## config.mk

```make
export PLATFORM = sky130hd
export DESIGN_NAME = audio_pdm_receiver
export DESIGN_NICKNAME = d
export VERILOG_FILES = /design/src/rtl/audio_pkg.sv /design/src/rtl/pdm_clk_divider.sv /design/src/rtl/audio_pdm_receiver.sv
export SDC_FILE = /design/constraint.sdc
export NUM_CORES = 1
export LEC_CHECK = 0
export ABC_AREA = 1
export BUFFER_PORTS_ARGS = -buffer_cell sky130_fd_sc_hd__buf_2
export CAP_MARGIN = 25
export CORE_ASPECT_RATIO = 0.8
export CORE_UTILIZATION = 55
export DETAILED_ROUTE_END_ITERATION = 16
export PLACE_DENSITY = 0.82
export SLEW_MARGIN = 25
export SYNTH_ARGS = -nofsm -noshare
export SYNTH_HDL_FRONTEND = slang
export SYNTH_SLANG_ARGS = --single-unit
export TNS_END_PERCENT = 10
```

## constraint.sdc

```tcl
create_clock -name clk -period 5.4 [get_ports clk]
set_clock_uncertainty 0.15 [all_clocks]
set_input_delay 0.54 -clock clk [delete_from_list [all_inputs] [get_ports clk]]
set_output_delay 0.54 -clock clk [all_outputs]
set_load 0.02 [all_outputs]
```

## src/rtl/audio_pkg.sv

```systemverilog
// Shared audio constants and the ones-count to sample mapping.
// Used by the PDM receiver and the PWM generator.
package audio_pkg;

    localparam int AUDIO_W    = 12;
    localparam int PDM_WINDOW = 4096;
    localparam int WIN_W      = $clog2(PDM_WINDOW);
    localparam int ONES_W     = WIN_W + 1;

    // A full window of ones (4096) maps to 4095; an empty window stays at 0.
    function automatic logic [AUDIO_W-1:0] ones_to_sample(
        input logic [ONES_W-1:0] n
    );
        logic [ONES_W-1:0] m;
        m = (n == '0) ? '0 : n - ONES_W'(1);
        return m[AUDIO_W-1:0];
    endfunction

endpackage

```

## src/rtl/pdm_clk_divider.sv

```systemverilog
// Bit clock generator for the PDM source.
// Produces pdm_clk and a one-cycle strobe at the end of each bit period.
module pdm_clk_divider #(
    parameter int CLK_DIV = 4
) (
    input  logic clk,
    input  logic rst,
    input  logic ena,
    output logic pdm_clk,
    output logic bit_stb
);

    localparam int CNT_W = (CLK_DIV > 2) ? $clog2(CLK_DIV) : 1;
    localparam logic [CNT_W-1:0] LAST = CNT_W'(CLK_DIV - 1);
    localparam logic [CNT_W-1:0] HALF = CNT_W'(CLK_DIV / 2);

    logic [CNT_W-1:0] r_div_cnt;
    logic [CNT_W-1:0] w_div_nxt;
    logic             r_pdm_clk;

    assign w_div_nxt = (r_div_cnt == LAST) ? '0 : r_div_cnt + CNT_W'(1);

    // Advance the divider; pdm_clk follows the count it is moving to.
    always_ff @(posedge clk) begin
        if (rst) begin
            r_div_cnt <= '0;
            r_pdm_clk <= 1'b0;
        end else if (ena) begin
            r_div_cnt <= w_div_nxt;
            r_pdm_clk <= (w_div_nxt < HALF);
        end
    end

    assign pdm_clk = r_pdm_clk;
    assign bit_stb = ena && (r_div_cnt == LAST);

endmodule

```

## src/rtl/audio_pdm_receiver.sv

```systemverilog
// PDM to 12-bit PCM decimator using a 4096-bit boxcar window.
// Results are offered on a valid/ready port; unconsumed ones get dropped.
module audio_pdm_receiver
    import audio_pkg::*;
#(
    parameter int CLK_DIV = 4
) (
    input  logic               clk,
    input  logic               rst,
    input  logic               ena,
    input  logic               pdm_in,
    output logic               pdm_clk,
    output logic [AUDIO_W-1:0] audio,
    output logic               audio_valid,
    input  logic               audio_ready,
    output logic               overrun
);

    logic               r_sync1;
    logic               r_sync2;
    logic [ONES_W-1:0]  r_ones;
    logic [WIN_W-1:0]   r_bits;
    logic [AUDIO_W-1:0] r_audio;
    logic               r_valid;
    logic               r_overrun;

    logic               w_bit_stb;
    logic               w_close;
    logic               w_accept;
    logic [ONES_W-1:0]  w_ones_tot;
    logic [AUDIO_W-1:0] w_result;

    pdm_clk_divider #(
        .CLK_DIV (CLK_DIV)
    ) u_div (
        .clk     (clk),
        .rst     (rst),
        .ena     (ena),
        .pdm_clk (pdm_clk),
        .bit_stb (w_bit_stb)
    );

    assign w_ones_tot = r_ones + ONES_W'(r_sync2);
    assign w_close    = w_bit_stb && (r_bits == WIN_W'(PDM_WINDOW - 1));
    assign w_result   = ones_to_sample(w_ones_tot);
    assign w_accept   = !r_valid || audio_ready;

    // Bring the asynchronous PDM line into the clk domain every cycle.
    always_ff @(posedge clk) begin
        if (rst) begin
            r_sync1 <= 1'b0;
            r_sync2 <= 1'b0;
        end else begin
            r_sync1 <= pdm_in;
            r_sync2 <= r_sync1;
        end
    end

    // Count ones over the window; restart with no gap at the closing bit.
    always_ff @(posedge clk) begin
        if (rst) begin
            r_ones <= '0;
            r_bits <= '0;
        end else if (w_bit_stb) begin
            if (w_close) begin
                r_ones <= '0;
                r_bits <= '0;
            end else begin
                r_ones <= w_ones_tot;
                r_bits <= r_bits + WIN_W'(1);
            end
        end
    end

    // Output slot: load on close if free or draining, else drop and flag.
    always_ff @(posedge clk) begin
        if (rst) begin
            r_audio   <= '0;
            r_valid   <= 1'b0;
            r_overrun <= 1'b0;
        end else begin
            r_overrun <= w_close && !w_accept;
            if (w_close && w_accept) begin
                r_audio <= w_result;
                r_valid <= 1'b1;
            end else if (r_valid && audio_ready) begin
                r_valid <= 1'b0;
            end
        end
    end

    assign audio       = r_audio;
    assign audio_valid = r_valid;
    assign overrun     = r_overrun;

endmodule

```

## Word-level counts from Yosys, hierarchy flattened

Index checks and enable logic that the tools add are counted.

| storage, ports and cells | value |
|---|---|
| flip-flop bits (word level) | 44 |
| latch bits | 0 |
| RAM bits | 0 |
| ROM bits | 0 |
| bits of input ports | 5 |
| output and inout port bits | 15 |
| logic and storage cells | 32 |
| memories kept | 0 |

| cells by class | value |
|---|---|
| $add $sub $neg | 4 |
| multipliers | 0 |
| div/mod/pow operators | 0 |
| order comparisons | 1 |
| eq/ne operators | 2 |
| shift operators | 0 |
| multiplexer cells | 6 |
| bitwise operators | 0 |
| reductions and logical operators | 10 |

Operator list:

| operator | number |
|---|---|
| 12-bit 2-to-1 mux | 2 |
| 13-bit by 1-bit adder with 13-bit output | 1 |
| 13-bit logical NOT | 1 |
| 13-bit 2-to-1 mux | 1 |
| 12-bit by 1-bit adder with 12-bit output, second input constant | 1 |
| 12-bit == test, second input constant | 1 |
| 12-bit by 1-bit subtractor with 12-bit output, second input constant | 1 |
| 1-bit logical AND | 5 |
| 2-bit by 1-bit adder with 2-bit output, second input constant | 1 |
| 2-bit == test, second input constant | 1 |
| 1-bit logical NOT | 2 |
| 2-bit < comparator, second input constant | 1 |
| 1-bit 2-to-1 mux | 2 |
| 2-bit 2-to-1 mux | 1 |
| 2-bit nonzero test | 1 |
| 1-bit logical OR | 1 |

## Depth between registers and ports, before layout

Gate-level depths: netlist of the first run.

| logic depth | value |
|---|---|
| depth after elaboration | 5 |
| mapped depth | 14 |
| depth with buffers taken out | 14 |

## Modules after synthesis

From an unflattened synthesis of the first run, not the netlist that was laid out.

| unflattened totals | value |
|---|---|
| cells, all modules | 356 |
| area, all modules | 2417.3 µm² |

By module, submodules not included:

| module | instances | cells each | area each (µm²) |
|---|---|---|---|
| audio_pdm_receiver | 1 | 336 | 2274.7 |
| pdm_clk_divider | 1 | 20 | 142.6 |

## Least setup slack after synthesis of the first run

No wires, ideal clock.

| timing path | value |
|---|---|
| path type | flip-flop to flip-flop |
| from | register r_sync2 |
| to | register r_audio[10], in the netlist audio[10] |
| arrival | 1594 ps |
| required time | 5118 ps |
| slack | 3524 ps |
| stages on the path, launching flop included | 15 |
| buffers on the path | 0 |
| cells stage by stage | dfxtp_1 -> ha_1 -> inv_1 -> nand2_1 -> nand2_1 -> ha_1 -> nand2_1 -> nor2_1 -> nand3_1 -> nor2_2 -> nand2_1 -> nand2_1 -> nand2_1 -> nand2_1 -> a21oi_1 |

| on the way | value |
|---|---|
| word-level cells in the longest chain between the ends | 3 |
| elaborated cells between the ends (all ways) | 4 |

RTL lines:

| element | RTL line | source |
|---|---|---|
| start, declared | audio_pdm_receiver.sv:20 | `logic r_sync2;` |
| start signal, assigned | audio_pdm_receiver.sv:55 | `r_sync2 <= r_sync1;` |
| 13-bit by 1-bit adder with 13-bit output * | audio_pdm_receiver.sv:43 | `assign w_ones_tot = r_ones + ONES_W'(r_sync2);` |
| 12-bit by 1-bit subtractor with 12-bit output / 13-bit logical NOT (equally long branches) | audio_pkg.sv:15 | `m = (n == '0) ? '0 : n - ONES_W'(1);` |
| 12-bit 2-to-1 mux * | audio_pkg.sv:15 |  |
| end signal, assigned | audio_pdm_receiver.sv:84 | `r_audio <= w_result;` |
| end, declared | audio_pdm_receiver.sv:23 | `logic [AUDIO_W-1:0] r_audio;` |

Every way passes the cells marked *; elsewhere a longest branch is shown, timed or not.
A chain may end at the register's enable or synchronous reset.

## Worst setup path after layout of the first run

| timing path | value |
|---|---|
| from | register u_div.r_div_cnt[0] |
| to | register r_audio[6], in the netlist audio[6] |

| on the way | value |
|---|---|
| word-level cells in the longest chain between the ends | 4 |

RTL lines:

| element | RTL line | source |
|---|---|---|
| start, declared | pdm_clk_divider.sv:17 | `logic [CNT_W-1:0] r_div_cnt;` |
| start signal, assigned | pdm_clk_divider.sv:29 | `r_div_cnt <= w_div_nxt;` |
| 2-bit == test | pdm_clk_divider.sv:35 | `assign bit_stb = ena && (r_div_cnt == LAST);` |
| 1-bit logical AND | pdm_clk_divider.sv:35 |  |
| 1-bit logical AND | audio_pdm_receiver.sv:44 | `assign w_close = w_bit_stb && (r_bits == WIN_W'(PDM_WINDOW - 1));` |
| 1-bit logical AND | audio_pdm_receiver.sv:83 | `if (w_close && w_accept) begin` |

No other way between the ends.

==> impl_summary.txt, run 1 <==
----------------------------------------------------
[GRT]
  Initial antenna violation count ... 0
  Congestion Overflow GR ... 0
  Pin count of the biggest net entering global routing ... 31
  Total Routing Usage GR ... 0.270
  Wire length of the first global-routing pass ... 8780 um
  Number of global-route vias before repair ... between 1,500 and 2,000

[Hold path]
  Hold WC Path Type ... in -> reg
  Hold path start ... pdm_in

[Place]
  Count of buffers inserted at the top-level ports ... 19
  Final HPWL from detailed placement ... a little under 4000 um
  Final RePlAce weighted congestion ... 0.840

[Drt]
  Post-route antenna net violation count ... 0
  Drt drc ... 0
  Total via count after detailed routing ... 2,169
  WL per Instance ... 12.7 um
  Via-to-Cell Ratio ... 5.29
  First-pass detailed-route iteration total ... 5
  Routed wire length ... 5210 um
  Initial detailed-routing violation count ... 178

[Die]
  Rows ... 20
  Chip Width ... 74.3 um
  Core region area ... 3900 um2
  Effective utilization at floorplan ... 0.589
  Number of primary I/O pins ... 20
  Total Die Area ... 4440 um2
  Vertical die dimension ... 59.8 um

[CTS]
  Number of gates resized after CTS ... 0
  Number of H-tree branching levels ... 2
  # clock sinks ... 44
  Cell chosen for the clock root ... clkbuf_8
  Number of hold buffers added after cts ... 0
  Clock slew at the register clock pins of the worst setup and hold paths ... 0.08 ns
  Buffer depth of the longest clock path ... 2
  Number of post-CTS setup repair buffers ... 0
  Clock insertion delay at the later pin of the skew report ... 0.31 ns
  TritonCTS Buffers ... 5
  TritonCTS clock tree ... yes

[Power and ir drop]
  Leakage power figure ... 1.06 nW
  VDD IR max ... 0.177 mV
  Power density over the cells ... 227 nW/um2
  Overall power ... 575 uW

[Run]
  Max-cap violation count ... 0

[Timing]
  Final setup vio count ... 0
  Fin Setup TNS ... 0 ns
  RSZ-0062 raised after global routing ... false
  Upper clock frequency limit ... approximately 440 MHz
  Minimum clock period after layout ... 2.29 ns
  Max transition margin ... 0.608
  Worst-margin pin slew ... between 0.5 and 0.6 ns
  Post-route clock period utilization ... 0.424
  Number of hold violations in the final report ... 0
  Fin. max-slew vios ... 0

[Setup path]
  First element of the critical path ... u_div.r_div_cnt[0]
  Data required time at the worst endpoint ... ~5.5 ns
  Reg2reg setup slack ... between 3 and 4 ns
  Critical path buffers and inverters ... 0
  Worst Path Class, Setup ... reg -> reg
  Critical path destination ... audio[6]
  Critical path cell sequence ... ha_1 -> nand2_2 -> nor3_4 -> nand3_2 -> nor3_2 -> nand4_1 -> nor2_2 -> nand2_1 -> a21oi_1
  Worst endpoint data arrival time ... 2.37 ns
  Critical-path top delay cell ... nor2_2
  Source of the worst register-to-register timing path ... u_div.r_div_cnt[0]
  CP max FO ... 13
  Stage delay of the slowest cell on the critical path ... 0.41 ns
  Logic depth of the worst path, buffers included ... 9
  RR Endpoint ... audio[6]
  Kind of start point of the critical path ... flip-flop
  Kind of end point of the critical path ... flip-flop
  Top Family by Delay on Critical Path ... simple AND/OR/NAND/NOR gates
  R2R depth ... 9

[Finish]
  Antenna diode count ... 0
  Post-Route Utilization ... 0.648
  Share of layout cells above drive strength 1 ... 0.118
  Count of filler cells inserted in the layout ... 356
  Layout area overhead ... 10.1%
  Number of nets in the layout ... 365

[Logic synthesis]
  Post-Syn Area per Cell ... 6.88 um2
  Warning count from the yosys run ... 0
  Cell count after synthesis ... 334
  Unique cell type count in the Yosys netlist ... 29
  Flip-flop and latch count after synthesis ... 44
  Syn_nets ... 345
  Proportion of synthesized chip area in sequential cells ... 0.383
  Synthesized cell area ... 2300 um2

[Run status]
  Outcome ... completed

----------------------------------------------------
## how the worst min path moves through the flow
stage | to | slack, ns | cells past startpoint
final | r_sync1 | 0.28 | 3
after global placement | r_sync2 | 0.27 | 2
after floorplan | r_sync2 | 0.24 | 2
after global routing | r_sync1 | 0.28 | 3
after CTS | r_sync1 | 0.27 | 3
after detailed placement | r_sync2 | 0.27 | 2
## sequential cells by signal (all words and copies together) (netlist names)
| register | count |
|---|---|
| audio | 12 |
| audio_valid | 1 |
| overrun | 1 |
| r_bits | 12 |
| r_ones | 13 |
| r_sync1 | 1 |
| r_sync2 | 1 |
| u_div.pdm_clk | 1 |
| u_div.r_div_cnt | 2 |
## kinds of logic (layout without fill, tap and decap cells)
group | Yosys count | count (layout) | share of synthesized area
flip-flops | 44 | 44 | 0.383
AO/OA/AOI/OAI | 37 | 37 | 0.0942
XOR/XNOR | 14 | 14 | 0.0533
buffers and inverters | 52 | 73 | 0.0882
AND/OR/NAND/NOR | 181 | 181 | 0.348
adder cells (fa/ha/maj) | 6 | 6 | 0.0327
## layout make-up
| class | instances | area, um2 | area share |
|---|---|---|---|
| well taps | 55 | 68.8 | 0.0272 |
| clock inverters | 2 | 15.0 | 0.00593 |
| inverters | 46 | 173 | 0.0682 |
| repair buffers | 19 | 95.1 | 0.0376 |
| clock buffers | 6 | 82.6 | 0.0326 |
| flip-flops and latches | 44 | 881 | 0.348 |
| multi-input cells | 238 | 1210 | 0.480 |
## per-layer routing
metal  routed length [um]  vias up  track usage
met5                    0        -            0
met4                   55        0       0.0809
met3                  363        6       0.0826
met2                 2130       68        0.364
met1                 2660      994        0.406
li1                     -     1101            -
## synthesized netlist by cell type, drive strengths merged
library cell | count | area (um2)
clkbuf | 5 | 18.8
nand2 | 105 | 407
dfxtp | 44 | 881
clkinv | 1 | 3.75
nor3 | 5 | 41.3
inv | 45 | 169
nand3 | 24 | 130
nor4 | 2 | 12.5
o21ai | 6 | 30.0
nand4 | 6 | 37.5
xnor2 | 5 | 43.8
o21bai | 1 | 7.51
o22ai | 2 | 12.5
o31ai | 1 | 7.51
a211oi | 2 | 15.0
nor2 | 38 | 165
ha | 6 | 75.1
buf | 1 | 11.3
xor2 | 9 | 78.8
nor3b | 1 | 7.51
o32ai | 5 | 43.8
a21oi | 20 | 100
## power by group
| group | switching (mW) | total (mW) | leakage (nW) | internal [mW] |
|---|---|---|---|---|
| Clock | 0.117 | 0.220 | 0.0434 | 0.104 |
| Sequential | 0.00173 | 0.329 | 0.355 | 0.327 |
| Combinational | 0.0182 | 0.0263 | 0.665 | 0.00814 |
## placed cells by master, fill, tap and decap left out, drive strengths merged
master	n
inv	45
nand4	6
o21ai	6
nand3	24
nor3	5
nor4	2
a211oi	2
nand2	105
xnor2	5
clkbuf	6
nor2	38
o32ai	5
dfxtp	44
buf	19
nor3b	1
o21bai	1
clkinv	1
o22ai	2
xor2	9
o31ai	1
clkinvlp	2
ha	6
a21oi	20
## per-stage QoR
stage          setup slack, ns  std cells  instance area (um2)  hold slack [ns]
2_1_floorplan             3.52        334                 2300            0.238
3_3_place_gp              3.05        402                 2430            0.271
3_5_place_dp              2.93        402                 2430            0.273
4_1_cts                   3.09        410                 2530            0.274
5_1_grt                   2.85        410                 2530            0.284
6_report                  3.11        410                 2530            0.280
## worst min-delay path: stages
cell and delay, ns:
buf_2 0.08, inv_1 0.03, nor2_1 0.06
(Power assumes the default switching activity.)
==> inputs of run 2 (changes only) <==
--- a/config.mk
+++ b/config.mk
@@ -5,7 +5,7 @@
 export SDC_FILE = /design/constraint.sdc
 export NUM_CORES = 1
 export LEC_CHECK = 0
-export ABC_AREA = 1
+export ABC_AREA = 0
 export BUFFER_PORTS_ARGS = -buffer_cell sky130_fd_sc_hd__buf_2
 export CAP_MARGIN = 25
 export CORE_ASPECT_RATIO = 0.8
==> constraint.sdc (replaced) <==
create_clock -name clk -period 2.2 [get_ports clk]
set_clock_uncertainty 0.15 [all_clocks]
set_input_delay 0.22 -clock clk [delete_from_list [all_inputs] [get_ports clk]]
set_output_delay 0.22 -clock clk [all_outputs]
set_load 0.02 [all_outputs]
==> run 2 against run 1 <==
Net effect:
- the run now ends with negative setup slack left
- clock power grew 130%
- register-to-register slack lost 3.2 ns
- largest power group unchanged
- final cell count shrank 5.1%
- fmax grew 0.42%
- synthesized area grew 5.7%
- first-iteration DRC count shrank 36%
- wire length grew 5.8%
- critical path type unchanged
- critical path depth shrank 1
==> impl_summary.txt, run 2 <==
----------------------------------------------------
[Logic synthesis]
  Warning count from the yosys run ... 0
  Synthesized cell area ... between 2000 and 2500 um2
  Unique cell type count in the Yosys netlist ... 52
  Most used standard cell by instance count after synthesis ... dfxtp_1
  Async set-reset flop share out of synthesis ... 0
  Top cells by count, synth ... 44 x dfxtp_1, 28 x nand2_1, 23 x a21oi_1
  Post-synth EDFFs ... 0
  Cell count after synthesis ... 278
  Yosys top cell by area ... dfxtp_1
  Syn_nets ... 289
  Portion of synthesized cell area occupied by the leading cell type ... 0.363
  Flip-flop and latch count after synthesis ... 44
  Post-Syn Area per Cell ... 8.74 um2
  Proportion of synthesized chip area in sequential cells ... 0.363
  Flip-flop cell with the highest count after synthesis ... dfxtp_1
  Top area cells in the synthesized netlist ... dfxtp_1 36%, xnor2_1 5.8%, a21oi_1 4.7%

[Power and ir drop]
  Leakage power figure ... 1.23 nW
  VDD IR max ... 0.360 mV
  Overall power ... 1.39 mW
  Power density over the cells ... 461 nW/um2

[Timing]
  Final setup vio count ... 9
  Upper clock frequency limit ... 439 MHz
  Worst-margin pin slew ... 0.672 ns
  Minimum clock period after layout ... around 2.3 ns
  RSZ-0062 raised after global routing ... true
  Hold slack final ... 0.106 ns
  Final Worst Setup Slack ... -0.0776 ns
  Max transition margin ... 0.552
  Fin Setup TNS ... -0.548 ns
  Post-route clock period utilization ... 1.04
  Fin. max-slew vios ... 0
  Number of hold violations in the final report ... 0

[Place]
  Inst Count DP ... 381
  Area after DPL ... 2860 um2
  Count of buffers inserted at the top-level ports ... 19
  Final HPWL from detailed placement ... slightly above 4000 um
  DP Worst Slack ... -0.217 ns
  Final RePlAce weighted congestion ... 0.859

[CTS]
  Number of H-tree branching levels ... 2
  Clock slew at the register clock pins of the worst setup and hold paths ... 0.09 ns
  Buffer depth of the longest clock path ... 2
  TritonCTS clock tree ... yes
  TritonCTS Buffers ... 5
  Cell chosen for the clock root ... clkbuf_8
  # clock sinks ... 44
  Clock insertion delay at the later pin of the skew report ... around 0.3 ns

[Finish]
  Final cell area excluding filler cells ... 3010 um2
  Most common cell after layout, fill and taps aside ... buf_4
  Number of nets in the layout ... 343
  Post-Route Utilization ... 0.716
  Most frequent cells in the layout ... 46 x buf_4, 39 x dfxtp_1, 28 x nand2_1
  Share of layout cells above drive strength 1 ... 0.313
  Filler-free cell count of the finished design ... a little under 400
  Antenna diode count ... 0
  Layout area overhead ... 24.0%
  Largest register FFs ... 13
  Count of filler cells inserted in the layout ... 339
  Top register by number of flip-flops ... r_ones
  Total area of multi-input combinational cells ... 1470 um2
  Combined flip-flop and latch cell area ... 890 um2

[GRT]
  Congestion Overflow GR ... 0
  Number of global-route vias before repair ... 1,935
  Pin count of the biggest net entering global routing ... 28
  Wire length of the first global-routing pass ... 8930 um
  Initial antenna violation count ... 0
  Total Routing Usage GR ... 0.250

[Die]
  Rows ... 21
  Number of primary I/O pins ... 20
  Effective utilization at floorplan ... 0.578
  Total Die Area ... 4690 um2
  Chip Width ... about 76 um
  Core region area ... 4200 um2
  Vertical die dimension ... 61.4 um

[Setup path]
  Kind of start point of the critical path ... flip-flop
  Data required time at the worst endpoint ... 2.25 ns
  Kind of end point of the critical path ... flip-flop
  Worst endpoint data arrival time ... 2.32 ns
  Worst Path Class, Setup ... reg -> reg
  CP max FO ... 7

[Drt]
  Routed wire length ... 5510 um
  Post-route antenna net violation count ... 0
  Initial detailed-routing violation count ... 114
  Total via count after detailed routing ... 2,132
  WL per Instance ... 14.2 um
  Via-to-Cell Ratio ... 5.48
  Drt drc ... 0
  First-pass detailed-route iteration total ... 4

[Hold path]
  Hold WC Path Type ... in -> reg

[Run]
  Max-cap violation count ... 0

[Run status]
  Outcome ... finished with violations
  Failing checks ... negative setup slack

----------------------------------------------------
run 2: cell count changes after synthesis, moves of 6 or more:
cell and delta:
mux2i_1 +6, nor3_1 +12, buf_2 +7, a22o_1 +7
nand2_1 -72, inv_1 -39, nand3_1 -16, nor2_1 -15
or3_1 +6, xnor2_1 +11
run 2: final cells by class:
type / instances / share of cell area
Timing Repair Buffer: 67 / 0.156
Sequential cell: 44 / 0.295
Multi-Input combinational cell: 207 / 0.489
Tap cell: 57 / 0.0237
Clock inverter: 2 / 0.00415
Inverter: 7 / 0.00872
Clock buffer: 5 / 0.0229
run 2: what timing repair did:
action	CTS	global route
resized for setup	10	9
setup buffers	0	0
cloned	0	0
endpoints found under the hold margin	1	0
pin swaps	1	3
hold buffers	1	0
endpoints found under the setup margin	12	15
run 2: logic make-up (layout without fill, tap and decap cells):
family,count (synthesis),after routing,share of synthesized area
muxes,6,6,0.0247
DFF,44,44,0.363
buffers and inverters,27,81,0.0562
and+or+nand+nor,111,111,0.274
adders and majority gates,6,6,0.0309
xor gates and xnor gates,27,27,0.100
AOI/OAI and AO/OA,57,57,0.151
run 2: power breakdown:
| group | internal, mW | switching (mW) | leakage, nW |
|---|---|---|---|
| Combinational | 0.0363 | 0.0459 | 0.834 |
| Clock | 0.215 | 0.284 | 0.0400 |
| Sequential | 0.802 | 0.00472 | 0.358 |
| Total | 1.05 | 0.335 | 1.23 |
run 2: worst max-delay path: stages, from the launching register on:
cell and delay, ns:
dfxtp_4 0.37, ha_4 0.17, and4_4 0.18, or4_4 0.45, a22oi_4 0.19, nor4b_4 0.22, buf_4 0.19, nor3_4 0.06
a22o_1 0.20
run 2: path summary, 6_finish.rpt:
path                            slack, ns             to  cells after the start      start
worst max-delay path                -0.08       audio[5]                      8  r_ones[0]
worst min-delay path                 0.11  u_div.pdm_clk                      3        ena
worst max register to register      -0.08       audio[5]                      8  r_ones[0]
worst min register to register       0.30        r_sync2                      1    r_sync1
run 2: per-layer routing:
layer  track usage  part of all wire  routed length, um
met1         0.319              0.48               2620
met2         0.427              0.47               2570
met3        0.0474             0.046                255
met4         0.107             0.011                 63
met5             0                 0                  0
==> inputs of run 3 (changes only) <==
--- a/config.mk
+++ b/config.mk
@@ -9,9 +9,9 @@
 export BUFFER_PORTS_ARGS = -buffer_cell sky130_fd_sc_hd__buf_2
 export CAP_MARGIN = 25
 export CORE_ASPECT_RATIO = 0.8
-export CORE_UTILIZATION = 55
+export CORE_UTILIZATION = 53
 export DETAILED_ROUTE_END_ITERATION = 16
-export PLACE_DENSITY = 0.82
+export PLACE_DENSITY = 0.83
 export SLEW_MARGIN = 25
 export SYNTH_ARGS = -nofsm -noshare
 export SYNTH_HDL_FRONTEND = slang
==> constraint.sdc (replaced) <==
create_clock -name clk -period 2 [get_ports clk]
set_clock_uncertainty 0.15 [all_clocks]
set_input_delay 0.2 -clock clk [delete_from_list [all_inputs] [get_ports clk]]
set_output_delay 0.2 -clock clk [all_outputs]
set_load 0.02 [all_outputs]
==> run 3 against run 2 <==
Net effect:
- the run still ends with negative setup slack left
- sequential power up 9.9%
- worst hold slack gained 0.051 ns
- core utilization grew 3.1 points
- final cell count up 5.1%
- total power up 22%
- first-iteration DRC count is 64% higher
- die area rose by 3.7%
- wire length up 12%
- critical path type unchanged
- critical endpoint is now audio[3]
- largest cell class unchanged
- largest power group unchanged
==> impl_summary.txt, run 3 (synthesis results as in run 2) <==
----------------------------------------------------
[GRT]
  Wire length of the first global-routing pass ... 10,400 um
  Number of global-route vias before repair ... ~2,300
  Total Routing Usage GR ... 0.276
  Congestion Overflow GR ... 0
  Pin count of the biggest net entering global routing ... 38
  Initial antenna violation count ... 0

[Hold path]
  Hold WC Path Type ... in -> reg

[Setup path]
  Kind of start point of the critical path ... flip-flop
  CP max FO ... 7
  Worst Path Class, Setup ... reg -> reg
  Worst endpoint data arrival time ... roughly 2.4 ns
  Critical path destination ... audio[3]
  Kind of end point of the critical path ... flip-flop
  Data required time at the worst endpoint ... between 2 and 2.5 ns
  First element of the critical path ... r_ones[0]
  R2R depth ... 8
  Source of the worst register-to-register timing path ... r_ones[0]
  RR Endpoint ... audio[3]
  Reg2reg setup slack ... -0.26 ns

[Drt]
  Via-to-Cell Ratio ... 5.53
  Total via count after detailed routing ... between 2,000 and 2,500
  Initial detailed-routing violation count ... 187
  Drt drc ... 0
  Post-route antenna net violation count ... 0
  WL per Instance ... 15.1 um
  First-pass detailed-route iteration total ... 4
  Routed wire length ... around 6200 um

[Run status]
  Outcome ... finished with violations
  Failing checks ... negative setup slack

[Finish]
  Most frequent cells in the layout ... 65 x buf_4, 37 x dfxtp_1, 27 x nand2_1
  Final cell area excluding filler cells ... 3200 um2
  Largest register FFs ... 13
  Share of layout cells above drive strength 1 ... 0.375
  Top register by number of flip-flops ... r_ones
  Count of filler cells inserted in the layout ... just over 300
  Antenna diode count ... 0
  Layout area overhead ... 31.8%
  Number of nets in the layout ... 362
  Most common cell after layout, fill and taps aside ... buf_4

[Timing]
  Post-route clock period utilization ... 1.13
  RSZ-0062 raised after global routing ... true
  Upper clock frequency limit ... 442 MHz
  Max transition margin ... 0.614
  Final Worst Setup Slack ... -0.261 ns
  Fin. max-slew vios ... 0
  Minimum clock period after layout ... 2.26 ns
  Final setup vio count ... 13
  Worst-margin pin slew ... 0.579 ns
  Number of hold violations in the final report ... 0

[Power and ir drop]
  Sequential group share of total power ... 0.523
  Leakage power figure ... 1.34 nW
  Clock share of power ... 0.418
  Switching share of power ... 0.232
  VDD IR max ... 0.549 mV
  Power share of the combinational group ... 0.059
  Psw ... roughly 400 uW
  Internal power ... 1.30 mW
  Power density over the cells ... 530 nW/um2

[CTS]
  TritonCTS clock tree ... yes
  Number of post-CTS setup repair buffers ... 0
  Buffer depth of the longest clock path ... 2
  Clock slew at the register clock pins of the worst setup and hold paths ... 0.09 ns
  # clock sinks ... 44
  Clock insertion delay at the later pin of the skew report ... around 0.31 ns
  TritonCTS Buffers ... 5
  Cell chosen for the clock root ... clkbuf_8
  Number of H-tree branching levels ... 2

[Place]
  Count of buffers inserted at the top-level ports ... 19
  DP Worst Slack ... -0.368 ns
  Final RePlAce weighted congestion ... about 0.90
  Final HPWL from detailed placement ... 4450 um
  Area after DPL ... 2990 um2

[Die]
  Effective utilization at floorplan ... 0.567
  Core region area ... 4280 um2
  Number of primary I/O pins ... 20
  Rows ... 21
  Vertical die dimension ... 62.5 um
  Total Die Area ... 4860 um2
  Chip Width ... a little under 80 um

[Run]
  Max-cap violation count ... 0

----------------------------------------------------
run 3: repair_timing:
action,in CTS,in global routing
hold endpoints to repair,1,0
resized for setup,17,12
pin swaps,4,3
gates cloned,0,0
endpoints found under the setup margin,19,20
hold buffers,1,0
run 3: per-stage QoR:
| step | total power [mW] | instances | util | setup TNS, ns | hold WS (ns) |
|---|---|---|---|---|---|
| final | 1.70 | 409 | 0.748 | -2.40 | 0.158 |
| after global routing | 1.78 | 409 | 0.748 | -3.87 | 0.168 |
| after CTS | 1.71 | 409 | 0.739 | -2.91 | 0.150 |
| after detailed placement | 1.00 | 400 | 0.697 | -4.41 | 0.266 |
| after global placement | 1.00 | 400 | 0.697 | -3.16 | 0.262 |
| after floorplan | 0.965 | 278 | - | -3.53 | 0.178 |
run 3: worst min path at each step:
stage	cells past startpoint	endpoint	from	slack (ns)
after floorplan	1	r_sync1	pdm_in	0.18
after global placement	2	r_sync1	pdm_in	0.26
after detailed placement	2	r_sync1	pdm_in	0.27
after CTS	3	overrun	audio_ready	0.15
after global routing	3	overrun	audio_ready	0.17
final	4	u_div.pdm_clk	ena	0.16
run 3: power groups by stage:
stage	registers (mW)	clock network, mW	logic, mW
finish	0.887	0.710	0.100
global route	0.889	0.781	0.111
CTS	0.888	0.728	0.0988
detailed placement	0.908	0	0.0957
global placement	0.908	0	0.0919
floorplan	0.911	0	0.0547
run 3: final cells by class:
class | count | area (um2) | area share
Timing Repair Buffer | 86 | 604 | 0.189
Multi-Input combinational cell | 207 | 1490 | 0.465
Clock buffer | 5 | 68.8 | 0.0215
Inverter | 7 | 26.3 | 0.00821
Tap cell | 57 | 71.3 | 0.0223
Clock inverter | 3 | 47.5 | 0.0148
Sequential cell | 44 | 895 | 0.279
run 3: critical path, cell delays in order, from the launching register on:
cell	delay [ns]
dfxtp_4	0.37
ha_4	0.17
buf_4	0.15
or4b_2	0.63
o21ai_2	0.09
a21oi_2	0.07
xnor2_1	0.13
or3_1	0.32
a21oi_2	0.11
run 3: metal layers:
metal  GRT usage  share of wire
met2       0.478           0.49
met1       0.334           0.44
met4      0.0943          0.014
met3      0.0642          0.053
met5           0              0
